## src/rtl/paicore_lb_stream_src.sv

```systemverilog
// Loopback traffic source: arms the send engine, streams N numbered 64-bit frames
// ({seed, index}) on an AXI4-Stream master, then waits for tx-done, with a stall watchdog.
module paicore_lb_stream_src #(
    parameter int          DATA_WIDTH     = 64,
    parameter logic [31:0] TIMEOUT_CYCLES = 32'd65536
) (
    input  logic                  clk,
    input  logic                  rst,
    input  logic                  i_start,
    input  logic [31:0]           i_frame_num,
    input  logic [31:0]           i_seed,
    input  logic                  i_tx_done,
    output logic                  o_fork_enable,
    output logic [31:0]           o_send_len,
    input  logic                  m_axis_tready,
    output logic [DATA_WIDTH-1:0] m_axis_tdata,
    output logic                  m_axis_tlast,
    output logic                  m_axis_tvalid,
    output logic                  o_busy,
    output logic                  o_done,
    output logic                  o_err,
    output logic [31:0]           o_beat_cnt
);

    generate
        if (DATA_WIDTH != 64) begin : g_bad_width
            $error("paicore_lb_stream_src: DATA_WIDTH must be 64");
        end
    endgenerate

    typedef enum logic [2:0] {
        S_IDLE, S_ARM, S_SEND, S_WAIT_TX, S_DONE, S_ERR
    } state_t;

    state_t                r_state;
    logic [31:0]           r_n_m1;
    logic [31:0]           r_seed;
    logic [31:0]           r_wd;
    logic                  r_tx_flag;
    logic                  r_fork_enable;
    logic [31:0]           r_send_len;
    logic [DATA_WIDTH-1:0] r_tdata;
    logic                  r_tlast;
    logic                  r_tvalid;
    logic                  r_busy;
    logic                  r_done;
    logic                  r_err;
    logic [31:0]           r_beat_cnt;

    logic w_hs;
    logic w_wd_expire;
    logic w_run_state;

    assign w_hs        = r_tvalid & m_axis_tready;
    assign w_wd_expire = (r_wd == TIMEOUT_CYCLES - 32'd1);
    assign w_run_state = (r_state == S_ARM) || (r_state == S_SEND) || (r_state == S_WAIT_TX);

    always_ff @(posedge clk) begin
        if (rst) begin
            r_state       <= S_IDLE;
            r_n_m1        <= '0;
            r_seed        <= '0;
            r_wd          <= '0;
            r_tx_flag     <= 1'b0;
            r_fork_enable <= 1'b0;
            r_send_len    <= '0;
            r_tdata       <= '0;
            r_tlast       <= 1'b0;
            r_tvalid      <= 1'b0;
            r_busy        <= 1'b0;
            r_done        <= 1'b0;
            r_err         <= 1'b0;
            r_beat_cnt    <= '0;
        end else begin
            r_fork_enable <= 1'b0;
            // tx-done may arrive any time after arming; hold it until the run ends
            r_tx_flag     <= w_run_state ? (r_tx_flag | i_tx_done) : 1'b0;

            case (r_state)
                S_IDLE: begin
                    r_done <= 1'b0;
                    if (i_start) begin
                        r_err      <= 1'b0;
                        r_beat_cnt <= '0;
                        r_wd       <= '0;
                        r_busy     <= 1'b1;
                        if (i_frame_num != 32'd0) begin
                            r_n_m1        <= i_frame_num - 32'd1;
                            r_seed        <= i_seed;
                            r_send_len    <= i_frame_num;
                            r_fork_enable <= 1'b1;
                            r_state       <= S_ARM;
                        end else begin
                            r_state <= S_DONE;
                        end
                    end
                end

                S_ARM: begin
                    r_tvalid <= 1'b1;
                    r_tdata  <= {r_seed, 32'd0};
                    r_tlast  <= (r_n_m1 == 32'd0);
                    r_state  <= S_SEND;
                end

                S_SEND: begin
                    if (w_hs) begin
                        r_beat_cnt <= r_beat_cnt + 32'd1;
                        r_wd       <= '0;
                        if (r_tlast) begin
                            r_tvalid <= 1'b0;
                            r_tlast  <= 1'b0;
                            r_state  <= S_WAIT_TX;
                        end else begin
                            r_tdata <= {r_seed, r_beat_cnt + 32'd1};
                            r_tlast <= (r_beat_cnt + 32'd1 == r_n_m1);
                        end
                    end else if (w_wd_expire) begin
                        r_tvalid <= 1'b0;
                        r_tlast  <= 1'b0;
                        r_err    <= 1'b1;
                        r_done   <= 1'b1;
                        r_state  <= S_ERR;
                    end else begin
                        r_wd <= r_wd + 32'd1;
                    end
                end

                S_WAIT_TX: begin
                    if (r_tx_flag || i_tx_done) begin
                        r_done  <= 1'b1;
                        r_state <= S_DONE;
                    end else if (w_wd_expire) begin
                        r_err   <= 1'b1;
                        r_done  <= 1'b1;
                        r_state <= S_ERR;
                    end else begin
                        r_wd <= r_wd + 32'd1;
                    end
                end

                // A completed run enters with o_done already raised; the zero-length
                // shortcut enters with it low and raises it on the way out.
                S_DONE: begin
                    r_done  <= ~r_done;
                    r_busy  <= 1'b0;
                    r_state <= S_IDLE;
                end

                S_ERR: begin
                    r_done  <= 1'b0;
                    r_busy  <= 1'b0;
                    r_state <= S_IDLE;
                end

                default: r_state <= S_IDLE;
            endcase
        end
    end

    assign o_fork_enable = r_fork_enable;
    assign o_send_len    = r_send_len;
    assign m_axis_tdata  = r_tdata;
    assign m_axis_tlast  = r_tlast;
    assign m_axis_tvalid = r_tvalid;
    assign o_busy        = r_busy;
    assign o_done        = r_done;
    assign o_err         = r_err;
    assign o_beat_cnt    = r_beat_cnt;

endmodule

```

## config.mk

```make
export PLATFORM = sky130hd
export DESIGN_NAME = paicore_lb_stream_src
export DESIGN_NICKNAME = d
export VERILOG_FILES = /design/src/rtl/paicore_lb_stream_src.sv
export SDC_FILE = /design/constraint.sdc
export NUM_CORES = 1
export LEC_CHECK = 0
export BUFFER_PORTS_ARGS = -buffer_cell sky130_fd_sc_hd__buf_2
export CAP_MARGIN = 20
export CELL_PAD_IN_SITES_DETAIL_PLACEMENT = 0
export CELL_PAD_IN_SITES_GLOBAL_PLACEMENT = 1
export CORE_MARGIN = 2
export CORE_UTILIZATION = 40
export CTS_BUF_LIST = sky130_fd_sc_hd__clkbuf_8 sky130_fd_sc_hd__clkbuf_16
export CTS_CLUSTER_DIAMETER = 200
export DETAILED_ROUTE_END_ITERATION = 7
export GPL_TIMING_DRIVEN = 0
export PLACE_DENSITY = 0.79
export SETUP_SLACK_MARGIN = 0.3
export SYNTH_ARGS = -nofsm -noshare
export SYNTH_HDL_FRONTEND = slang
export SYNTH_SLANG_ARGS = --single-unit
export TNS_END_PERCENT = 10
```

## constraint.sdc

```tcl
create_clock -name clk -period 4.26 [get_ports clk]
set_clock_uncertainty 0.05 [all_clocks]
set_input_delay 0 -clock clk [delete_from_list [all_inputs] [get_ports clk]]
set_output_delay 0 -clock clk [all_outputs]
set_load 0.005 [all_outputs]
```

-- Word level (Yosys, flattened, before mapping)
Cells that the tools add are included.
- register bits after elaboration: 234
- latch bits: 0
- memory bits (writable): 0
- memory bits (read-only): 0
- bits of input ports: 69
- output and inout port bits: 134
- word-level logic and storage cells: 98
- memories: 0
- add/subtract/negate cells: 3
- multiply operators: 0
- div/mod/pow operators: 0
- order comparisons: 0
- eq/ne operators: 14
- shift operators: 0
- mux-type cells: 36
- bitwise operators: 6
- reductions and logical operators: 25
- operators by type and width (operator ; count):
    32-bit 2-to-1 mux ; 5
    64-bit 2-to-1 mux ; 2
    64-bit one-hot mux with 2 select lines ; 1
    32-bit one-hot mux with 3 select lines ; 1
    32-bit by 1-bit adder with 32-bit output, second input constant ; 2
    32-bit one-hot mux with 2 select lines ; 1
    32-bit by 16-bit == test with 1-bit output, second input constant ; 1
    32-bit == test ; 1
    32-bit logical NOT ; 1
    32-bit nonzero test ; 1
    32-bit by 1-bit subtractor with 32-bit output, second input constant ; 1
    3-bit 2-to-1 mux ; 6
    3-bit AND reduction ; 5
    1-bit 2-to-1 mux ; 14
    3-bit one-hot mux with 4 select lines ; 1
    2-bit != test, second input constant ; 5
    2-bit AND reduction ; 4
    3-bit by 2-bit == test with 1-bit output, second input constant ; 2
    3-bit == test, second input constant ; 2
    3-bit != test, second input constant ; 2
    1-bit one-hot mux with 2 select lines ; 3
    2-bit nonzero test ; 3
    2-bit OR reduction ; 3
    1-bit inverter ; 4
    11 further kinds ; 13

-- Depth between registers and ports, before layout
Gate-level depths: netlist of the first run.
- word-level depth: 5
- gate-level depth with buffers: 11
- mapped depth without buffers: 9

-- Least setup slack after synthesis of the first run
No wires, ideal clock.
- path kind: register -> register
- start: register r_beat_cnt[0], in the netlist o_beat_cnt[0]
- end: register r_tlast, in the netlist m_axis_tlast
- arrival time: 2.842 ns
- setup slack: 1.272 ns
- cell stages (with the launch flop): 12
- period minus slack after synthesis: 2.988 ns
- cell sequence: dfxtp_1 -> ha_1 -> clkbuf_1 -> nand3_1 -> or3_1 -> buf_2 -> xnor2_1 -> a21oi_1 -> a211o_1 -> a2111oi_0 -> o2111ai_1 -> o41ai_2
- longest elaborated chain between the ends: 5
- ends and longest elaborated chain (element ; RTL line ; source):
    start, declared ; 48 ; logic [31:0] r_beat_cnt;
    start signal, assigned ; 108 ; r_beat_cnt <= r_beat_cnt + 32'd1;
    32-bit by 1-bit adder with 32-bit output ; 116 ; r_tlast <= (r_beat_cnt + 32'd1 == r_n_m1);
    32-bit == test ; 116 ;
    1-bit 2-to-1 mux ; 110 ; if (r_tlast) begin
    1-bit 2-to-1 mux ; 107 ; if (w_hs) begin
    1-bit one-hot mux with 2 select lines ; 79 ; case (r_state)
    end signal, assigned ; 102 ; r_tlast <= (r_n_m1 == 32'd0);
    end signal, assigned ; 116 ;
    end, declared ; 43 ; logic r_tlast;
Every way passes these cells.
A chain may end at the register's enable or synchronous reset.

-- Worst setup path in the final report of the first run
Ends and elaborated chain as after synthesis.

==> results by group, run 1 <==
Power and ir drop
  – Register share of total power: 42.9%
  – Switching power: 1.55 mW
  – Total leakage power: 5.59 nW
  – Worst VDD drop: 0.231 mV
  – P_int: 4.05 mW
  – Comb pwr share: 14.2%
  – Power Density: 397 nW/µm²
  – Sw frac: 27.7%
  – Total Power: 5.60 mW
  – Clock share of power: 42.9%

Yosys
  – Synthesized net count: 1494
  – Warnings, synthesis: 0
  – FFs w/ async S/R, synth: 0%
  – Post-synth top flop: dfxtp_1
  – Number of synthesized flops with an enable pin: 0
  – Main combinational cell family by area after synthesis: simple AND/OR/NAND/NOR gates
  – Post-synthesis xor/xnor area fraction: 8.21%
  – Synthesis-stage register bit count: 234
  – Compound-Gate Fraction of Synth Area: 15.7%
  – Synth unique cells: 62
  – Multiplexer share of the synthesized area: 0.285%
  – Cell count after synthesis: 1422
  – Post-synthesis simple-gate area fraction: 28.1%
  – Post-Syn Area: 11000 µm²
  – Mean Syn Cell Area: 7.72 µm²
  – Post-synthesis adder-cell area fraction: 0.342%
  – Sequential area share after synthesis: 42.7%

Timing
  – Max Slew Vio Count: 0
  – Setup_tns: 0 ns
  – Max Freq: 0.263 GHz
  – Setup violations, final: 0
  – Final setup margin: 0.464 ns
  – Post-route minimum period: 3.80 ns
  – Max-slew headroom: 42.3%
  – Worst-margin pin slew: 0.866 ns
  – Final hold vios: 0
  – Hold slack: 0.201 ns
  – Final Cycle Share: 89.1%
  – RSZ-0062 raised after global routing: false

Worst setup path
  – R2R Setup Slk: 0.46 ns
  – Worst-path cell chain: ha_1, clkbuf_1, nand3_2, or3_1, buf_2, xnor2_1, a21oi_1, a211o_1, a2111oi_0, o2111ai_1, o41ai_2
  – CP arrival: 4.18 ns
  – Path type of the worst setup path: reg -> reg
  – CP peak stage delay: 0.56 ns
  – CP required: 4.65 ns
  – Setup crit end kind: flip-flop
  – CP startpoint kind: flip-flop
  – Critical Path Fanout Max: 8
  – Reg2reg path depth: 11
  – Critical-path top delay cell: dfxtp_1

GRT
  – Initial antenna violation count: 0
  – Vias in the first global route: 10200
  – Gr ovfl total: 0
  – Total GRT Usage: 25.4%
  – Largest net degree at the start of global routing: 14
  – First-pass GRT wire length: 57.5 mm

Placed design
  – DPL Wire Length: 27.9 mm
  – Pre-CTS setup slack: 0.183 ns
  – Port buffer count: 202
  – Routability cong.: 0.955

Finish
  – Share of layout cells above drive strength 1: 16.6%
  – Fin nets: 1799
  – Final core utilization: 52.3%
  – Syn-to-layout area delta: 28.4%
  – Fillers: 2673

Min path
  – Hold Crit Depth: 3
  – Worst Hold Class: in -> reg

Clocking
  – CTS max path bufs: 3
  – CTS root buf: clkbuf_16
  – CTS tree: done
  – H-tree levels: 1
  – Worst-Skew Late Latency: 0.54 ns
  – TritonCTS buffer count: 27
  – # clock sinks: 234
  – Worst-path clk slew: 0.06 ns

Floorplan
  – Die Y: 170 µm
  – Die W: 170 µm
  – Core ar.: 27000 µm²
  – Die footprint: 28800 µm²
  – # rows: 60
  – I/O pin count: 203
  – Initial Util: 40.7%

Routing
  – 1st-iter DRT viols: 865
  – Post-Route WL: 37.7 mm
  – # DRC: 0
  – Routed len/inst: 18.1 µm
  – Vias per inst: 5.32
  – Antenna-violating nets left: 0
  – DR pass1 iterations: 5
  – Routed vias: 11100

Status
  – Outcome: completed

Flow run
  – # Max-Cap Violations: 0
Yosys cell counts, drive strengths merged, types with 2 or more instances:
master / instances / area [µm²]
nand2: 281 / 1060
dfxtp: 234 / 4680
nor2: 173 / 649
a21oi: 161 / 806
clkbuf: 82 / 308
xnor2: 56 / 490
xor2: 47 / 412
nor3: 44 / 236
o21ai: 40 / 200
nand3: 37 / 195
nor4: 31 / 228
a211oi: 30 / 225
nand4: 24 / 156
buf: 23 / 158
a22oi: 22 / 165
inv: 14 / 52.6
and3: 12 / 75.1
nand3b: 10 / 75.1
and4: 9 / 78.8
or3: 9 / 56.3
and2: 8 / 50.1
nor2b: 8 / 50.1
or4: 7 / 56.3
nor3b: 6 / 50.1
a2bb2oi: 5 / 43.8
nand2b: 5 / 31.3
a2111oi: 4 / 35.0
o31ai: 4 / 30.0
a311oi: 3 / 26.3
a31oi: 3 / 18.8
ha: 3 / 37.5
o22ai: 3 / 18.8
o32ai: 3 / 26.3
a211o: 2 / 17.5
a32oi: 2 / 17.5
mux2i: 2 / 20.0
nor4b: 2 / 17.5
o211ai: 2 / 15.0
or2: 2 / 12.5
sequential cells by signal (all words and copies together), names as in the netlist, 3 cells and up:
register,cells
o_send_len,32
r_state,3
m_axis_tdata,64
r_wd,32
r_n_m1,32
o_beat_cnt,32
r_seed,32
final timing paths:
kind | from | end
worst min-delay path | i_frame_num[0] | r_n_m1[0]
worst min register to register | m_axis_tdata[8] | m_axis_tdata[8]
worst max register to register | o_beat_cnt[0] | m_axis_tlast
worst max-delay path | o_beat_cnt[0] | m_axis_tlast
worst max-delay path: cells and delay by family (launching register included):
family	cells	cell delay (ns)
AO/OA/AOI/OAI	5	1.48
flip-flops	1	0.56
XOR/XNOR	1	0.27
AND/OR/NAND/NOR	2	0.60
buffers and inverters	2	0.49
adder cells (fa/ha/maj)	1	0.21
routing by layer:
metal	wire, µm	global-route usage (%)	vias to the layer above
li1	-	-	5511
met1	17500	35.1	5184
met2	17000	41.0	368
met3	2490	4.45	48
met4	801	7.02	0
met5	0	0	-
cell usage in the layout, fill, tap and decap left out, drive strengths merged, types with 3 or more instances in the layout:
| master | Yosys | final |
|---|---|---|
| a31oi | 3 | 3 |
| clkbuf | 82 | 116 |
| and4 | 9 | 9 |
| bufinv | 0 | 3 |
| nor3b | 6 | 6 |
| xor2 | 47 | 47 |
| o31ai | 4 | 4 |
| nand4 | 24 | 24 |
| inv | 14 | 20 |
| a311oi | 3 | 3 |
| nor4 | 31 | 31 |
| a21oi | 161 | 161 |
| o32ai | 3 | 3 |
| ha | 3 | 3 |
| nand2 | 281 | 281 |
| nor2b | 8 | 8 |
| nand2b | 5 | 5 |
| dlygate4sd3 | 0 | 70 |
| or3 | 9 | 9 |
| o21ai | 40 | 40 |
| nand3 | 37 | 37 |
| nor2 | 173 | 173 |
| dfxtp | 234 | 234 |
| a211oi | 30 | 30 |
| clkinv | 0 | 6 |
| xnor2 | 56 | 56 |
| o22ai | 3 | 3 |
| or4 | 7 | 7 |
| buf | 23 | 229 |
| and3 | 12 | 12 |
| a2bb2oi | 5 | 5 |
| and2 | 8 | 8 |
| nor3 | 44 | 44 |
| a2111oi | 4 | 4 |
| nand3b | 10 | 10 |
| a22oi | 22 | 22 |
area by class of cell:
| type | instances | area (µm²) | share of cell area (%) |
|---|---|---|---|
| repair buffers | 276 | 1740 | 12.4 |
| diodes | 1 | 2.50 | 0.0177 |
| well taps | 341 | 427 | 3.03 |
| multi-input cells | 1069 | 5800 | 41.1 |
| inverters | 14 | 52.6 | 0.373 |
| flip-flops and latches | 234 | 4680 | 33.2 |
| clock inverters | 16 | 155 | 1.10 |
| clock buffers | 34 | 772 | 5.48 |
| plain buffers | 105 | 465 | 3.30 |
power groups by stage:
stage	Combinational (mW)	Sequential (mW)	Clock, mW
after floorplan	0.455	2.41	0
after global placement	0.735	2.44	0
after detailed placement	0.738	2.44	0
after CTS	0.793	2.40	2.44
after global routing	0.880	2.41	2.53
final	0.793	2.40	2.40
cells by family after synthesis:
| group | after synthesis |
|---|---|
| AND/OR/NAND/NOR | 668 |
| AO/OA/AOI/OAI | 292 |
| buffers and inverters | 119 |
| XOR/XNOR | 103 |
| multiplexers | 3 |
| adder cells (fa/ha/maj) | 3 |
| flip-flops | 234 |
metrics by stage:
step / instances / area, µm²
after global routing: 2089 / 14100
after CTS: 2085 / 14000
after global placement: 1965 / 12400
after floorplan: 1422 / 11000
final: 2090 / 14100
after detailed placement: 1965 / 12400
what timing repair did:
action	4_1_cts	5_1_grt
gates resized for setup	1	3
pin swaps	0	2
hold buffers	70	0
setup endpoints to repair	1	1
hold endpoints to repair	104	0
setup buffers	0	4
Power figures use the tool's default switching activity.
==> run 2: changes to the inputs <==
- GPL_TIMING_DRIVEN: 0 -> unset
==> results by group, run 2 (synthesis gave the netlist of run 1 again) <==
Worst setup path
  – CP bufs+invs: 4
  – Worst-path cell chain: dlygate4sd3_1, buf_2, or4_1, or4_4, nor3_4, nand3_2, nor3b_2, nor2_4, buf_12, nand2_1, a21oi_1, dlygate4sd3_1
  – CP peak stage delay: 0.58 ns
  – Setup crit end kind: flip-flop
  – CP startpoint kind: input pin
  – Critical-path top delay cell: dlygate4sd3_1
  – CP required: 4.62 ns
  – Reg2reg start: o_beat_cnt[3]
  – Most used cell, CP: dlygate4sd3_1
  – Worst setup path startpoint: i_frame_num[12]
  – Top cell family by delay on the critical path: simple AND/OR/NAND/NOR gates
  – Critical Path Fanout Max: 84
  – CP arrival: 3.92 ns
  – Path type of the worst setup path: in -> reg

Power and ir drop
  – Total leakage power: 5.50 nW
  – Total Power: 5.22 mW
  – P_int: 3.78 mW
  – Power Density: 378 nW/µm²
  – Clock share of power: 39.5%
  – Comb pwr share: 14.3%
  – Sw frac: 27.6%
  – Register share of total power: 46.2%
  – Switching power: 1.44 mW
  – Worst VDD drop: 0.264 mV

GRT
  – First-pass GRT wire length: 54.2 mm
  – Vias in the first global route: 9857
  – Total GRT Usage: 23.2%
  – Gr ovfl total: 0
  – Largest net degree at the start of global routing: 85
  – Initial antenna violation count: 0

Finish
  – Ant diodes: 0
  – Highest-count cells in the layout ignoring fill and taps: nand2_1, dfxtp_1, buf_2
  – Commonest non-fill, non-tap cell in the layout: nand2_1
  – Share of layout cells above drive strength 1: 16.4%
  – Syn-to-layout area delta: 25.7%
  – Fin nets: 1727
  – Max FFs per register: 64

Placed design
  – Pre-CTS setup slack: 0.696 ns
  – Port buffer count: 202
  – DPL Wire Length: 23.7 mm
  – Routability cong.: 0.943

Routing
  – 1st-iter DRT viols: 896
  – Routed vias: 10800
  – Routed len/inst: 17.1 µm
  – DR pass1 iterations: 5
  – Vias per inst: 5.36
  – # DRC: 0
  – Post-Route WL: 34.4 mm
  – Antenna-violating nets left: 0

Clocking
  – CTS max path bufs: 3
  – Worst-path clk slew: 0.06 ns
  – TritonCTS buffer count: 26
  – Worst-Skew Late Latency: 0.52 ns
  – CTS tree: done
  – # clock sinks: 234
  – CTS root buf: clkbuf_16
  – H-tree levels: 1
  – Post-CTS setup buffers: 0

Flow run
  – # Max-Cap Violations: 0

Timing
  – Post-route minimum period: 3.56 ns
  – Max Slew Vio Count: 0
  – Setup violations, final: 0
  – Final setup margin: 0.698 ns
  – Setup_tns: 0 ns
  – Final hold vios: 0
  – Final Cycle Share: 83.6%
  – Worst-margin pin slew: 0.862 ns
  – Max-slew headroom: 42.6%
  – RSZ-0062 raised after global routing: false
  – Max Freq: 0.281 GHz

Min path
  – Worst Hold Class: in -> reg
  – Worst Hold Launch: i_frame_num[0]

Floorplan
  – Initial Util: 40.7%
  – I/O pin count: 203
  – Die footprint: 28800 µm²
  – Die Y: 170 µm
  – Core ar.: 27000 µm²
  – Die W: 170 µm
  – # rows: 60

Status
  – Outcome: completed
run 2: what timing repair did:
item	4_1_cts	5_1_grt
hold buffers	92	0
resized for setup	0	0
hold endpoints to repair	120	0
run 2: layer usage:
layer | up-vias | global-route usage [%] | wire length [µm]
met5 | - | 0 | 0
met4 | 0 | 5.17 | 724
met3 | 47 | 3.50 | 2080
li1 | 5352 | - | -
met1 | 5047 | 33.7 | 16400
met2 | 319 | 36.3 | 15200
run 2: power groups by stage:
stage | clock network (mW) | registers, mW | logic, mW
finish | 2.06 | 2.41 | 0.747
global route | 2.19 | 2.42 | 0.836
global placement | 0 | 2.45 | 0.670
CTS | 2.11 | 2.41 | 0.752
floorplan | 0 | 2.41 | 0.455
detailed placement | 0 | 2.46 | 0.675
run 2: layout make-up:
type	count	area (µm²)
tap	341	427
multi-input combinational	1069	5790
fill	2613	13100
clock inverter	12	53.8
sequential	234	4680
inverter	14	52.6
clock buffer	30	717
timing repair buffer	310	2080
run 2: through the flow:
step	instances	hold slack (ns)	util (%)	area (µm²)
after floorplan	1422	0.0456	-	11000
after global routing	2010	0.221	51.2	13800
after global placement	1876	0.194	45.0	12100
after CTS	2010	0.195	51.2	13800
final	2010	0.210	51.2	13800
after detailed placement	1876	0.197	45.0	12100
run 2: path summary, 6_finish.rpt:
kind	endpoint	slack [ns]	cells after the start
worst min register to register	m_axis_tdata[38]	0.40	2
worst max-delay path	o_send_len[1]	0.70	12
worst max register to register	m_axis_tlast	0.70	8
worst min-delay path	r_n_m1[0]	0.21	3
run 2: tightest hold or removal path, cell delays in order:
cell,delay (ns)
dlygate4sd3_1,0.52
buf_2,0.14
a211oi_1,0.07
